**src/rtl/mfm_read_sequencer.sv**
```systemverilog
// MFM read sequencer: hunts for a run of sync marks in the recovered cell stream,
// then frames (clock, data) cell pairs into bytes until a full sector is read.
module mfm_read_sequencer #(
  parameter logic [15:0] SYNC_WORD     = 16'h4489,
  parameter int          SYNC_MARKS    = 3,
  parameter int          SECTOR_BYTES  = 512,
  parameter int          TIMEOUT_CELLS = 65535
) (
  input  logic       clk_50,
  input  logic       reset,
  input  logic       cell_strobe,
  input  logic       cell_value,
  input  logic       start,
  input  logic       abort,
  output logic       busy,
  output logic [7:0] byte_out,
  output logic       byte_valid,
  output logic [9:0] byte_count,
  output logic       done,
  output logic       error
);

  typedef enum logic [2:0] {
    ST_IDLE,
    ST_HUNT,
    ST_SYNC,
    ST_FRAME,
    ST_DONE,
    ST_FAIL
  } state_t;

  localparam logic [2:0]  SYNC_MARKS_L = 3'(SYNC_MARKS);
  localparam logic [9:0]  SECTOR_L     = 10'(SECTOR_BYTES);
  localparam logic [15:0] TIMEOUT_L    = 16'(TIMEOUT_CELLS);

  state_t      state_q,      state_d;
  logic [14:0] window_q,     window_d;
  logic [2:0]  sync_cnt_q,   sync_cnt_d;
  logic [3:0]  phase_q,      phase_d;
  logic [15:0] tmo_q,        tmo_d;
  logic [6:0]  data_q,       data_d;
  logic [7:0]  byte_out_q,   byte_out_d;
  logic        byte_valid_q, byte_valid_d;
  logic [9:0]  byte_count_q, byte_count_d;

  // Only the older 15 cells are stored; the live 16-cell window always includes
  // the cell arriving this cycle, so matches are seen on the strobe itself.
  logic [15:0] win_next;
  logic [15:0] tmo_next;
  logic        timed_out;

  assign win_next  = {window_q, cell_value};
  assign tmo_next  = tmo_q + 16'd1;
  assign timed_out = (tmo_next == TIMEOUT_L);

  // NOTE: every variable driven here gets a default first, so no path can
  // leave one unassigned and infer a latch.
  always_comb begin
    state_d      = state_q;
    window_d     = window_q;
    sync_cnt_d   = sync_cnt_q;
    phase_d      = phase_q;
    tmo_d        = tmo_q;
    data_d       = data_q;
    byte_out_d   = byte_out_q;
    byte_valid_d = 1'b0;
    byte_count_d = byte_count_q;

    if (abort) begin
      state_d = ST_IDLE;
    end else begin
      case (state_q)
        ST_IDLE: begin
          if (start) begin
            state_d      = ST_HUNT;
            window_d     = '0;
            sync_cnt_d   = '0;
            phase_d      = '0;
            tmo_d        = '0;
            data_d       = '0;
            byte_count_d = '0;
          end
        end

        ST_HUNT: begin
          if (cell_strobe) begin
            window_d = win_next[14:0];
            tmo_d    = tmo_next;
            if (timed_out) begin
              state_d = ST_FAIL;
            end else if (win_next == SYNC_WORD) begin
              sync_cnt_d = 3'd1;
              phase_d    = '0;
              state_d    = (SYNC_MARKS_L == 3'd1) ? ST_FRAME : ST_SYNC;
            end
          end
        end

        ST_SYNC: begin
          if (cell_strobe) begin
            window_d = win_next[14:0];
            tmo_d    = tmo_next;
            phase_d  = phase_q + 4'd1;
            if (timed_out) begin
              state_d = ST_FAIL;
            end else if (phase_q == 4'd15) begin
              if (win_next == SYNC_WORD) begin
                sync_cnt_d = sync_cnt_q + 3'd1;
                if (sync_cnt_q + 3'd1 == SYNC_MARKS_L) state_d = ST_FRAME;
              end else begin
                sync_cnt_d = '0;
                state_d    = ST_HUNT;
              end
            end
          end
        end

        ST_FRAME: begin
          if (cell_strobe) begin
            window_d = win_next[14:0];
            phase_d  = phase_q + 4'd1;
            // Odd phases are data cells; the phase wraps to 0 after the last mark.
            if (phase_q[0]) data_d = {data_q[5:0], cell_value};
            if (cell_value && window_q[0]) begin
              state_d = ST_FAIL;
            end else if (phase_q == 4'd15) begin
              byte_out_d   = {data_q, cell_value};
              byte_valid_d = 1'b1;
              byte_count_d = byte_count_q + 10'd1;
              if (byte_count_q + 10'd1 == SECTOR_L) state_d = ST_DONE;
            end
          end
        end

        ST_DONE: state_d = ST_IDLE;
        ST_FAIL: state_d = ST_IDLE;
        default: state_d = ST_IDLE;
      endcase
    end
  end

  // NOTE: sequential state uses non-blocking assignments only, so every register
  // samples the pre-edge values regardless of statement order.
  always_ff @(posedge clk_50 or posedge reset) begin
    if (reset) begin
      state_q      <= ST_IDLE;
      window_q     <= '0;
      sync_cnt_q   <= '0;
      phase_q      <= '0;
      tmo_q        <= '0;
      data_q       <= '0;
      byte_out_q   <= '0;
      byte_valid_q <= 1'b0;
      byte_count_q <= '0;
    end else begin
      state_q      <= state_d;
      window_q     <= window_d;
      sync_cnt_q   <= sync_cnt_d;
      phase_q      <= phase_d;
      tmo_q        <= tmo_d;
      data_q       <= data_d;
      byte_out_q   <= byte_out_d;
      byte_valid_q <= byte_valid_d;
      byte_count_q <= byte_count_d;
    end
  end

  assign busy       = (state_q == ST_HUNT) || (state_q == ST_SYNC) || (state_q == ST_FRAME);
  assign done       = (state_q == ST_DONE);
  assign error      = (state_q == ST_FAIL);
  assign byte_out   = byte_out_q;
  assign byte_valid = byte_valid_q;
  assign byte_count = byte_count_q;

endmodule

```
**config.mk**
```make
export PLATFORM = sky130hd
export DESIGN_NAME = mfm_read_sequencer
export DESIGN_NICKNAME = d
export VERILOG_FILES = /design/src/rtl/mfm_read_sequencer.sv
export SDC_FILE = /design/constraint.sdc
export NUM_CORES = 1
export LEC_CHECK = 0
export CAP_MARGIN = 10
export CORE_MARGIN = 5
export CORE_UTILIZATION = 33
export CTS_CLUSTER_DIAMETER = 100
export DETAILED_ROUTE_END_ITERATION = 12
export GPL_TIMING_DRIVEN = 0
export SYNTH_ARGS = -nofsm -noshare
export SYNTH_HDL_FRONTEND = slang
export SYNTH_SLANG_ARGS = --single-unit
export TNS_END_PERCENT = 5
```
**constraint.sdc**
```tcl
create_clock -name clk_50 -period 2.9 [get_ports clk_50]
set_input_delay 0.725 -clock clk_50 [delete_from_list [all_inputs] [get_ports clk_50]]
set_output_delay 0.725 -clock clk_50 [all_outputs]
set_load 0.02 [all_outputs]
```
==> impl_summary.log, run 1 <==
[metrics] run status: finished, final reports clean
[metrics] Worst EP required: 2.17 ns
[metrics] Flop pwr share: 0.377
[metrics] clock group share of total power: 0.413
[metrics] total count of max-transition violations in the final report: 0
[metrics] DPL Wire Length: 6340 microns
[metrics] Slew @ Worst Pin: 0.872 ns
[metrics] number of rows created at floorplan: 39
[metrics] commonest cells after routing, fill and taps aside: 106 x sky130_fd_sc_hd__nand2_1, 67 x sky130_fd_sc_hd__dfrtp_1, 61 x sky130_fd_sc_hd__o21ai_0
[metrics] routed via count: 3,416
[metrics] final clock skew: 0.00987 ns
[metrics] Hold WS: between 0.4 and 0.5 ns
[metrics] flops & latches, synth: 67
[metrics] Reg2Reg Capture Point: state_q[0]
[metrics] H-tree depth reported by CTS: 3
[metrics] WL final: approximately 9100 microns
[metrics] critical path class: flip-flop to output pin
[metrics] number of input and output port buffers inserted: 26
[metrics] area occupied by multi-input gates: 1980 sq um
[metrics] endpoint class of the critical path: output pin
[metrics] Worst Path Max Fanout: 10
[metrics] Area contributors post-synth: sky130_fd_sc_hd__dfrtp_1 44%, sky130_fd_sc_hd__nand2_1 10%, sky130_fd_sc_hd__o21ai_0 8.0%, sky130_fd_sc_hd__nor2_1 2.8%, sky130_fd_sc_hd__nand3_1 2.5%
[metrics] via density per instance: around 5.3
[metrics] Netlist cell types: 58
[metrics] floorplan die height: about 120 microns
[metrics] filler cell count in the final layout: 1,135
[metrics] multiplexer fraction of the synthesized cell area: 0.0188
[metrics] Num Clock Sinks: 67
[metrics] asr flop ratio synth: 1.00
[metrics] prevailing post-synth register cell: sky130_fd_sc_hd__dfrtp_1
[metrics] area share of fa/ha/maj cells after synthesis: 0.0198
[metrics] Synthesized Nets: 469
[metrics] number of failing setup endpoints in the final timing report: 0
[metrics] Worst VDD drop: ~310 uV
[metrics] Syn Std Cell Area: 3790 sq um
[metrics] worst hold stages: 2
[metrics] floorplan die area: 13,700 sq um
[metrics] global-route wire length before repair: approximately 16,000 microns
[metrics] TritonCTS clock tree: yes
[metrics] Tmin final: 2.79 ns
[metrics] type of origin of the critical path: flip-flop
[metrics] Root Buffer Master: sky130_fd_sc_hd__clkbuf_16
[metrics] Max Fclk: 358 MHz
[metrics] TritonCTS Buffers: 9
[metrics] maximum number of buffers from clock root to sink: 2
[metrics] worst reg2reg setup slack: 0.20 ns
[metrics] R2R Path Start: tmo_q[1]
[metrics] fraction of layout instances using a drive strength above 1: 0.0785
[metrics] initial core utilization: 0.335
[metrics] share of total power consumed by net switching: 0.329
[metrics] placeable core region: 11,300 sq um
[metrics] origin of the worst min-delay path: data_q[6]
[metrics] GR Util All Layers: 0.144
[metrics] cts hold-fix bufs: 0
[metrics] remaining global-route overflow: 0
[metrics] final weighted congestion of routability-driven global placement: 0.785
[metrics] Fin. Hold Viols: 0
[metrics] largest family of logic cells by synthesized area: simple AND/OR/NAND/NOR gates
[metrics] relative area change from synthesis to final layout: 20.1%
[metrics] headroom to the max-slew limit: 0.419
[metrics] biggest area consumer among synthesized cells: sky130_fd_sc_hd__dfrtp_1
[metrics] internal power: 1840 uW
[metrics] clock insertion delay at the later pin of the skew report: 0.33 ns
[metrics] area share of xor/xnor cells in the synthesized design: 0.00923
[metrics] antenna-violating nets left: 0
[metrics] wire per inst: ~14 microns
[metrics] arrival time reported for the critical path endpoint: about 2.1 ns
[metrics] die width: 117 microns
[metrics] Detailed Routing Iterations Pass 1: 4
[metrics] sequential cell area: 1680 sq um
[metrics] total net switching power: about 900 uW
[metrics] compound-gate portion of the synthesized area: 0.196
[metrics] number of remaining DRC errors: 0
[metrics] Cells after Synth: 457
[metrics] share of the synthesized area in the top cell type: 0.442
[metrics] most common cell after layout, fill and taps aside: sky130_fd_sc_hd__nand2_1
[metrics] Iter 0 DRT Violations: roughly 280
[metrics] antenna violations before repair: 0
[metrics] static leakage power: around 0.0019 uW
[metrics] Final Util: 0.403
[metrics] Ant. Diodes: 0
[metrics] portion of the post-synthesis area used by sequential elements: 0.442
[metrics] count of nets after finishing: 504
[metrics] number of flops mapped to enable cells by yosys: 0
[metrics] basic-gate share of the synthesized area counting and, or, nand and nor cells: 0.272
[metrics] min-delay worst type: flip-flop to flip-flop
[metrics] Reg2Reg Depth: 7
[metrics] unrepaired setup endpoints after global routing: false
[metrics] number of maximum-capacitance violations: 0
[metrics] Hold Crit Endpoint: byte_out[7]
[metrics] part of the total power dissipated in combinational logic: 0.210
[metrics] count of yosys warnings during synthesis: 0
[metrics] number of primary I/O pins: 28
[metrics] power per cell area: 603 nW/um^2
[metrics] share of the cycle needed by the critical path after routing: 0.963
[metrics] vias in the first global route: 3,299
[metrics] Mean Syn Cell Area: 8.30 sq um
[metrics] clock transition at the register clock pins on the worst setup and hold paths after CTS: 0.06 ns
[metrics] pin count of the biggest net entering global routing: 68
[how the worst max path moves through the flow]
| stage | start | slack, ns | cells after the start | end |
|---|---|---|---|---|
| final | state_q[1] | 0.11 | 3 | done |
| after global routing | cell_value | 0.01 | 7 | sync_cnt_q[1] |
| after CTS | tmo_q[1] | 0.03 | 9 | state_q[0] |
| after detailed placement | abort | -0.34 | 8 | byte_count[2] |
| after global placement | reset | -0.76 | 2 | tmo_q[7] |
| after floorplan | reset | 0.49 | 1 | byte_count[0] |
[flip-flops by register name, indices dropped and copies added, names as in the netlist]
signal / count
byte_valid: 1
tmo_q: 16
window_q: 15
state_q: 3
byte_out: 8
data_q: 7
byte_count: 10
sync_cnt_q: 3
phase_q: 4
[metrics by stage]
| stage | cell area, sq um | setup slack (ns) | std cells | setup TNS [ns] | total power, uW |
|---|---|---|---|---|---|
| floorplan | 3790 | 0.492 | 457 | 0 | 1460 |
| global route | 4560 | 0.0104 | 640 | 0 | 2910 |
| CTS | 4550 | 0.0331 | 641 | 0 | 2770 |
| global placement | 4230 | -0.764 | 626 | -53.33 | 1620 |
| finish | 4560 | 0.107 | 640 | 0 | 2750 |
| detailed placement | 4240 | -0.340 | 626 | -3.03 | 1620 |
[logic make-up (layout without fill, tap and decap cells)]
kind of cell / Yosys count / after routing
flip-flops: 67 / 67
AND/OR/NAND/NOR: 212 / 212
XOR/XNOR: 4 / 4
adder cells (fa/ha/maj): 6 / 6
multiplexers: 6 / 6
AO/OA/AOI/OAI: 121 / 121
buffers and inverters: 41 / 81
[power by group through the flow]
| stage | Combinational [uW] | Sequential, uW | Clock [uW] |
|---|---|---|---|
| after detailed placement | 582 | 1040 | 0 |
| after global routing | 655 | 1040 | 1210 |
| final | 576 | 1040 | 1140 |
| after CTS | 579 | 1040 | 1160 |
| after global placement | 575 | 1040 | 0 |
| after floorplan | 429 | 1030 | 0 |
[final cells by class]
class                      instances  share of cell area
buffer                            26              0.0236
clock buffer                       9              0.0494
clock inverter                     7              0.0178
inverter                          13              0.0113
multi-input combinational        349               0.434
sequential                        67               0.368
tap                              143              0.0393
timing repair buffer              26              0.0568
[synthesized netlist by cell type, types with 8 or more instances]
master                     instances
sky130_fd_sc_hd__inv_1            13
sky130_fd_sc_hd__o21ai_0          61
sky130_fd_sc_hd__nor2_1           28
sky130_fd_sc_hd__nand2_1         106
sky130_fd_sc_hd__dfrtp_1          67
sky130_fd_sc_hd__a21oi_1          10
sky130_fd_sc_hd__o31ai_1          12
sky130_fd_sc_hd__clkbuf_1         21
sky130_fd_sc_hd__nand3_1          19
sky130_fd_sc_hd__nor3_1            8
[layer usage]
metal	track usage	share of wire	vias up
li1	-	-	1692
met1	0.188	0.47	1633
met2	0.239	0.47	82
met3	0.0334	0.052	9
met4	0.0390	0.011	0
met5	0	0	-
[critical path, cell delays in order (launching register included)]
cell,delay (ns)
sky130_fd_sc_hd__dfrtp_1,0.49
sky130_fd_sc_hd__clkbuf_1,0.27
sky130_fd_sc_hd__nor3_1,0.30
sky130_fd_sc_hd__clkdlybuf4s50_1,0.67
[repair_timing]
action / in CTS / in global routing
endpoints found under the setup margin: 2 / 8
resized for setup: 5 / 4
buffers inserted: 0 / 0
cloned: 0 / 0
pin swaps: 0 / 0
endpoints found under the hold margin: 0 / 0
No activity file was read; power rests on OpenSTA's default activity.
==> run 2: changes to the inputs <==
--- a/config.mk
+++ b/config.mk
@@ -11,6 +11,7 @@
 export CTS_CLUSTER_DIAMETER = 100
 export DETAILED_ROUTE_END_ITERATION = 12
 export GPL_TIMING_DRIVEN = 0
+export SETUP_SLACK_MARGIN = 0.4
 export SYNTH_ARGS = -nofsm -noshare
 export SYNTH_HDL_FRONTEND = slang
 export SYNTH_SLANG_ARGS = --single-unit
==> run 2 against run 1 <==
- cell area grew 3.1%
- worst setup slack gained 0.25 ns
- clock power is essentially flat
- critical path type unchanged
- largest cell class unchanged
==> impl_summary.log, run 2 (synthesis gave the netlist of run 1 again) <==
[metrics] area occupied by multi-input gates: 2060 sq um (was 1980 sq um)
[metrics] total power: 2810 uW (was 2750 uW)
[metrics] Worst Path Max Fanout: 10 (unchanged)
[metrics] number of input and output port buffers inserted: 26 (unchanged)
[metrics] Hold Crit Endpoint: byte_out[7] (unchanged)
[metrics] endpoint class of the critical path: output pin (unchanged)
[metrics] min-delay worst type: flip-flop to flip-flop (unchanged)
[metrics] relative area change from synthesis to final layout: 23.8% (was 20.1%)
[metrics] number of maximum-capacitance violations: 0 (unchanged)
[metrics] antenna-violating nets left: 0 (unchanged)
[metrics] number of rows created at floorplan: 39 (unchanged)
[metrics] TritonCTS clock tree: yes (unchanged)
[metrics] unrepaired setup endpoints after global routing: true (was false)
[metrics] pin count of the biggest net entering global routing: 68 (unchanged)
[metrics] minimum setup slack after placement: -0.340 ns (unchanged)
[metrics] most common cell after layout, fill and taps aside: sky130_fd_sc_hd__nand2_1 (unchanged)
[metrics] number of flip-flops under the largest register name: 16 (unchanged)
[metrics] clock transition at the register clock pins on the worst setup and hold paths after CTS: 0.06 ns (about the same)
[metrics] TritonCTS Buffers: 9 (unchanged)
[metrics] R2R Path Start: tmo_q[1] (unchanged)
[metrics] routed via count: 3,437 (was 3,416)
[metrics] origin of the worst min-delay path: data_q[6] (unchanged)
[metrics] placeable core region: 11,300 sq um (unchanged)
[metrics] Detailed Routing Iterations Pass 1: 5 (was 4)
[metrics] antenna violations before repair: 0 (unchanged)
[metrics] total count of max-transition violations in the final report: 0 (unchanged)
[metrics] initial core utilization: 0.335 (unchanged)
[metrics] arrival time reported for the critical path endpoint: 1.82 ns (was 2.07 ns)
[metrics] static leakage power: 0.00194 uW (was 0.00187 uW)
[metrics] Hold WS: 0.470 ns (was 0.469 ns)
[metrics] worst hold stages: 2 (unchanged)
[metrics] vias in the first global route: 3,316 (was 3,299)
[metrics] maximum number of buffers from clock root to sink: 2 (unchanged)
[metrics] final weighted congestion of routability-driven global placement: 0.785 (unchanged)
[metrics] remaining global-route overflow: 0 (unchanged)
[metrics] share of the cycle needed by the critical path after routing: 0.877 (was 0.963)
[metrics] H-tree depth reported by CTS: 3 (unchanged)
[metrics] critical path class: flip-flop to output pin (unchanged)
[metrics] fraction of layout instances using a drive strength above 1: 0.129 (was 0.0785)
[metrics] floorplan die height: 117 microns (unchanged)
[metrics] clock insertion delay at the later pin of the skew report: 0.33 ns (about the same)
[metrics] commonest cells after routing, fill and taps aside: 106 x sky130_fd_sc_hd__nand2_1, 66 x sky130_fd_sc_hd__dfrtp_1, 60 x sky130_fd_sc_hd__o21ai_0 (was 106 x sky130_fd_sc_hd__nand2_1, 67 x sky130_fd_sc_hd__dfrtp_1, 61 x sky130_fd_sc_hd__o21ai_0)
[metrics] Root Buffer Master: sky130_fd_sc_hd__clkbuf_16 (unchanged)
[metrics] floorplan die area: 13,700 sq um (unchanged)
[metrics] wire per inst: 14.3 microns (about the same)
[metrics] via density per instance: 5.30 (was 5.34)
[metrics] Worst VDD drop: 317 uV (was 310 uV)
[metrics] largest register by flop count: tmo_q (unchanged)
[metrics] number of remaining DRC errors: 0 (unchanged)
[metrics] Ant. Diodes: 0 (unchanged)
[metrics] type of origin of the critical path: flip-flop (unchanged)
[metrics] run status: finished, final reports clean (unchanged)
[metrics] Iter 0 DRT Violations: 295 (was 277)
[metrics] WL final: 9270 microns (was 9140 microns)
[metrics] final clock skew: 0.0103 ns (was 0.00987 ns)
[metrics] headroom to the max-slew limit: 0.420 (was 0.419)
[metrics] post-layout worst setup margin: 0.357 ns (was 0.107 ns)
[metrics] power per cell area: 597 nW/um^2 (was 603 nW/um^2)
[metrics] sequential cell area: 1680 sq um (about the same)
[metrics] number of failing setup endpoints in the final timing report: 0 (unchanged)
[metrics] Num Clock Sinks: 67 (unchanged)
[metrics] Critical Path Start: state_q[1] (unchanged)
[metrics] Reg2Reg Depth: 9 (was 7)
[metrics] number of primary I/O pins: 28 (unchanged)
[metrics] worst reg2reg setup slack: 0.39 ns (was 0.20 ns)
[metrics] Tmin final: 2.54 ns (was 2.79 ns)
[metrics] Fin. Hold Viols: 0 (unchanged)
[metrics] count of nets after finishing: 512 (was 504)
[metrics] Slew @ Worst Pin: 0.870 ns (was 0.872 ns)
[metrics] Max Fclk: 393 MHz (was 358 MHz)
[metrics] DPL Wire Length: 6340 microns (unchanged)
[metrics] filler cell count in the final layout: 1,120 (was 1,135)
[metrics] Worst EP required: 2.17 ns (about the same)
[metrics] Reg2Reg Capture Point: sync_cnt_q[1] (was state_q[0])
[metrics] GR Util All Layers: 0.144 (about the same)
[metrics] global-route wire length before repair: 16,000 microns (was 15,900 microns)
[metrics] die width: 117 microns (unchanged)
## run 2: cell count changes in the layout (fill, tap and decap cells not counted), moves of 2 or more
cell	previous run	this run
sky130_fd_sc_hd__dlygate4sd2_1	1	3
sky130_fd_sc_hd__nand3_1	19	15
sky130_fd_sc_hd__nand3_2	0	4
sky130_fd_sc_hd__buf_2	6	4
sky130_fd_sc_hd__a21boi_0	5	3
sky130_fd_sc_hd__clkbuf_2	2	7
sky130_fd_sc_hd__buf_4	0	7
sky130_fd_sc_hd__clkdlybuf4s50_1	25	22
sky130_fd_sc_hd__a21boi_1	1	3
sky130_fd_sc_hd__clkbuf_4	0	2
sky130_fd_sc_hd__clkbuf_1	17	14
## run 2: metrics by stage
stage | util | TNS (ns) | instance area (sq um) | instances
global placement | 0.374 | -53.33 | 4230 | 626
detailed placement | 0.374 | -3.03 | 4240 | 626
finish | 0.415 | 0 | 4700 | 648
floorplan | - | 0 | 3790 | 457
global route | 0.415 | 0 | 4700 | 648
CTS | 0.407 | 0 | 4610 | 644
## run 2: critical path, cell delays in order (launching register included)
cell and delay (ns):
sky130_fd_sc_hd__dfrtp_1 0.36, sky130_fd_sc_hd__clkbuf_2 0.19, sky130_fd_sc_hd__clkbuf_1 0.26, sky130_fd_sc_hd__nor3_1 0.30
sky130_fd_sc_hd__dlygate4sd2_1 0.38
## run 2: repair_timing
action                     CTS  global route
hold buffers                 0             0
setup buffers                2             4
setup endpoints to repair   45            30
resized for setup           23            22
pin swaps                    2             7
## run 2: power breakdown
| part | total [uW] | internal (uW) | switching (uW) |
|---|---|---|---|
| sequential | 1030 | 980 | 47.8 |
| combinational | 649 | 232 | 418 |
| clock | 1130 | 679 | 450 |
| total | 2810 | 1890 | 915 |
## run 2: worst max-delay path by stage
stage,endpoint,slack [ns]
finish,done,0.36
global route,sync_cnt_q[1],0.29
CTS,state_q[0],0.32
detailed placement,byte_count[2],-0.34
global placement,tmo_q[7],-0.76
floorplan,byte_count[0],0.49
## run 2: layer usage
| layer | vias to the layer above | global-route usage | wire length, microns |
|---|---|---|---|
| li1 | 1705 | - | - |
| met1 | 1644 | 0.190 | 4290 |
| met2 | 79 | 0.239 | 4410 |
| met3 | 9 | 0.0334 | 470 |
| met4 | 0 | 0.0390 | 102 |
| met5 | - | 0 | 0 |
## run 2: final cells by class
cell class                 count  share of cell area
timing repair buffer          32              0.0631
multi-input combinational    349               0.438
inverter                      13              0.0109
sequential                    67               0.357
tap                          143              0.0381
clock buffer                   9              0.0479
clock inverter                 7              0.0173
buffer                        28              0.0274
==> run 3: changes to the inputs <==
--- a/config.mk
+++ b/config.mk
@@ -8,6 +8,7 @@
 export CAP_MARGIN = 10
 export CORE_MARGIN = 5
 export CORE_UTILIZATION = 33
+export CTS_BUF_LIST = sky130_fd_sc_hd__clkbuf_8
 export CTS_CLUSTER_DIAMETER = 100
 export DETAILED_ROUTE_END_ITERATION = 12
 export GPL_TIMING_DRIVEN = 0
==> run 3 against run 2 <==
- worst setup slack got worse by 0.018 ns
- total power fell by 10%
- fmax fell by 0.71%
- highest routed layer unchanged
==> impl_summary.log, run 3 (synthesis gave the netlist of run 1 again) <==
[metrics] run status: finished, final reports clean (unchanged)
[metrics] die width: 117 microns (unchanged)
[metrics] Worst Path Max Fanout: 10 (unchanged)
[metrics] share of the cycle needed by the critical path after routing: 0.883 (was 0.877)
[metrics] vias in the first global route: 3,317 (was 3,316)
[metrics] Root Buffer Master: sky130_fd_sc_hd__clkbuf_8 (was sky130_fd_sc_hd__clkbuf_16)
[metrics] R2R Path Start: tmo_q[1] (unchanged)
[metrics] GR Util All Layers: 0.142 (was 0.144)
[metrics] wire per inst: 14.2 microns (was 14.3 microns)
[metrics] fraction of layout instances using a drive strength above 1: 0.128 (was 0.129)
[metrics] floorplan die area: 13,700 sq um (unchanged)
[metrics] static leakage power: 0.00190 uW (was 0.00194 uW)
[metrics] unrepaired setup endpoints after global routing: true (unchanged)
[metrics] Fin. Hold Viols: 0 (unchanged)
[metrics] arrival time reported for the critical path endpoint: 1.84 ns (was 1.82 ns)
[metrics] number of maximum-capacitance violations: 0 (unchanged)
[metrics] Num Clock Sinks: 67 (unchanged)
[metrics] Detailed Routing Iterations Pass 1: 5 (unchanged)
[metrics] final clock skew: 0.0163 ns (was 0.0103 ns)
[metrics] min-delay worst type: flip-flop to flip-flop (unchanged)
[metrics] type of origin of the critical path: flip-flop (unchanged)
[metrics] antenna violations before repair: 0 (unchanged)
[metrics] Reg2Reg Capture Point: state_q[0] (was sync_cnt_q[1])
[metrics] global-route wire length before repair: 15,900 microns (was 16,000 microns)
[metrics] Ant. Diodes: 0 (unchanged)
[metrics] headroom to the max-slew limit: 0.429 (was 0.420)
[metrics] critical path class: flip-flop to output pin (unchanged)
[metrics] post-place instance area: 4240 sq um (unchanged)
[metrics] number of input and output port buffers inserted: 26 (unchanged)
[metrics] power per cell area: 546 nW/um^2 (was 597 nW/um^2)
[metrics] H-tree depth reported by CTS: 3 (unchanged)
[metrics] maximum number of buffers from clock root to sink: 2 (unchanged)
[metrics] count of nets after finishing: 514 (was 512)
[metrics] Worst EP required: 2.17 ns (about the same)
[metrics] via density per instance: 5.31 (was 5.30)
[metrics] TritonCTS Buffers: 9 (unchanged)
[metrics] initial core utilization: 0.335 (unchanged)
[metrics] WL final: 9240 microns (was 9270 microns)
[metrics] Worst VDD drop: 235 uV (was 317 uV)
[metrics] endpoint class of the critical path: output pin (unchanged)
[metrics] pin count of the biggest net entering global routing: 68 (unchanged)
[metrics] clock insertion delay at the later pin of the skew report: 0.36 ns (was 0.33 ns)
[metrics] Slew @ Worst Pin: 0.857 ns (was 0.870 ns)
[metrics] Reg2Reg Depth: 8 (was 9)
[metrics] final weighted congestion of routability-driven global placement: 0.785 (unchanged)
[metrics] largest register by flop count: tmo_q (unchanged)
[metrics] number of primary I/O pins: 28 (unchanged)
[metrics] placeable core region: 11,300 sq um (unchanged)
[metrics] antenna-violating nets left: 0 (unchanged)
[metrics] number of failing setup endpoints in the final timing report: 0 (unchanged)
[metrics] Hold Crit Endpoint: byte_out[7] (unchanged)
[metrics] final design area excluding fillers: 4600 sq um (was 4700 sq um)
[metrics] TritonCTS clock tree: yes (unchanged)
[metrics] number of remaining DRC errors: 0 (unchanged)
[metrics] relative area change from synthesis to final layout: 21.3% (was 23.8%)
[metrics] Hold WS: 0.475 ns (was 0.470 ns)
[metrics] DPL Wire Length: 6340 microns (unchanged)
[metrics] most common cell after layout, fill and taps aside: sky130_fd_sc_hd__nand2_1 (unchanged)
[metrics] cts hold-fix bufs: 0 (unchanged)
[metrics] commonest cells after routing, fill and taps aside: 106 x sky130_fd_sc_hd__nand2_1, 66 x sky130_fd_sc_hd__dfrtp_1, 60 x sky130_fd_sc_hd__o21ai_0 (unchanged)
[metrics] floorplan die height: 117 microns (unchanged)
[metrics] clock transition at the register clock pins on the worst setup and hold paths after CTS: 0.09 ns (was 0.06 ns)
[metrics] origin of the worst min-delay path: data_q[6] (unchanged)
[metrics] number of flip-flops under the largest register name: 16 (unchanged)
[metrics] number of rows created at floorplan: 39 (unchanged)
[metrics] Max Fclk: 390 MHz (was 393 MHz)
[metrics] remaining global-route overflow: 0 (unchanged)
[metrics] worst reg2reg setup slack: 0.40 ns (was 0.39 ns)
[metrics] Tmin final: 2.56 ns (was 2.54 ns)
[metrics] aggregate negative setup slack: 0 ns (unchanged)
[metrics] worst hold stages: 2 (unchanged)
[metrics] Iter 0 DRT Violations: 317 (was 295)
[metrics] total power: 2510 uW (was 2810 uW)
[metrics] total count of max-transition violations in the final report: 0 (unchanged)
[metrics] routed via count: 3,449 (was 3,437)
[run 3: cell type report]
cell class,instances,area (sq um)
Buffer,28,128
Clock inverter,7,81.3
Sequential cell,67,1680
Multi-Input combinational cell,349,2050
Tap cell,143,179
Inverter,13,51.3
Fill cell,1140,6720
Clock buffer,9,124
Timing Repair Buffer,34,312
[run 3: per-stage QoR]
| step | util | instances | worst slack [ns] |
|---|---|---|---|
| finish | 0.407 | 650 | 0.338 |
| floorplan | - | 457 | 0.492 |
| detailed placement | 0.374 | 626 | -0.340 |
| global placement | 0.374 | 626 | -0.764 |
| CTS | 0.398 | 644 | 0.334 |
| global route | 0.407 | 650 | 0.263 |
[run 3: worst max-delay path by stage]
stage                   from             to  cells after the start
3_5_place_dp           abort  byte_count[2]                      8
6_report          state_q[1]           done                      4
5_1_grt        byte_count[0]     state_q[0]                      8
4_1_cts           state_q[2]      data_q[1]                      8
3_3_place_gp           reset       tmo_q[7]                      2
2_1_floorplan          reset  byte_count[0]                      1
[run 3: per-layer routing]
metal,GRT usage,vias to the layer above,part of all wire
li1,-,1714,-
met1,0.185,1627,0.46
met2,0.236,96,0.47
met3,0.0339,12,0.060
met4,0.0398,0,0.010
met5,0,-,0
[run 3: what timing repair did]
item | 4_1_cts | 5_1_grt
setup buffers | 2 | 6
pin swaps | 2 | 6
gates resized for setup | 22 | 19
endpoints found under the setup margin | 37 | 40
[run 3: worst max-delay path: stages, from the launching register on]
cell and delay, ns:
sky130_fd_sc_hd__dfrtp_1 0.36, sky130_fd_sc_hd__clkbuf_2 0.19, sky130_fd_sc_hd__clkbuf_1 0.26, sky130_fd_sc_hd__nor3_1 0.29, sky130_fd_sc_hd__dlygate4sd2_1 0.38
[run 3: report_power, final]
| part | internal (uW) | switching (uW) | leakage (uW) | total [uW] |
|---|---|---|---|---|
| Clock | 410 | 418 | 0.000101 | 829 |
| Sequential | 979 | 41.9 | 0.000931 | 1020 |
| Combinational | 235 | 427 | 0.000867 | 662 |
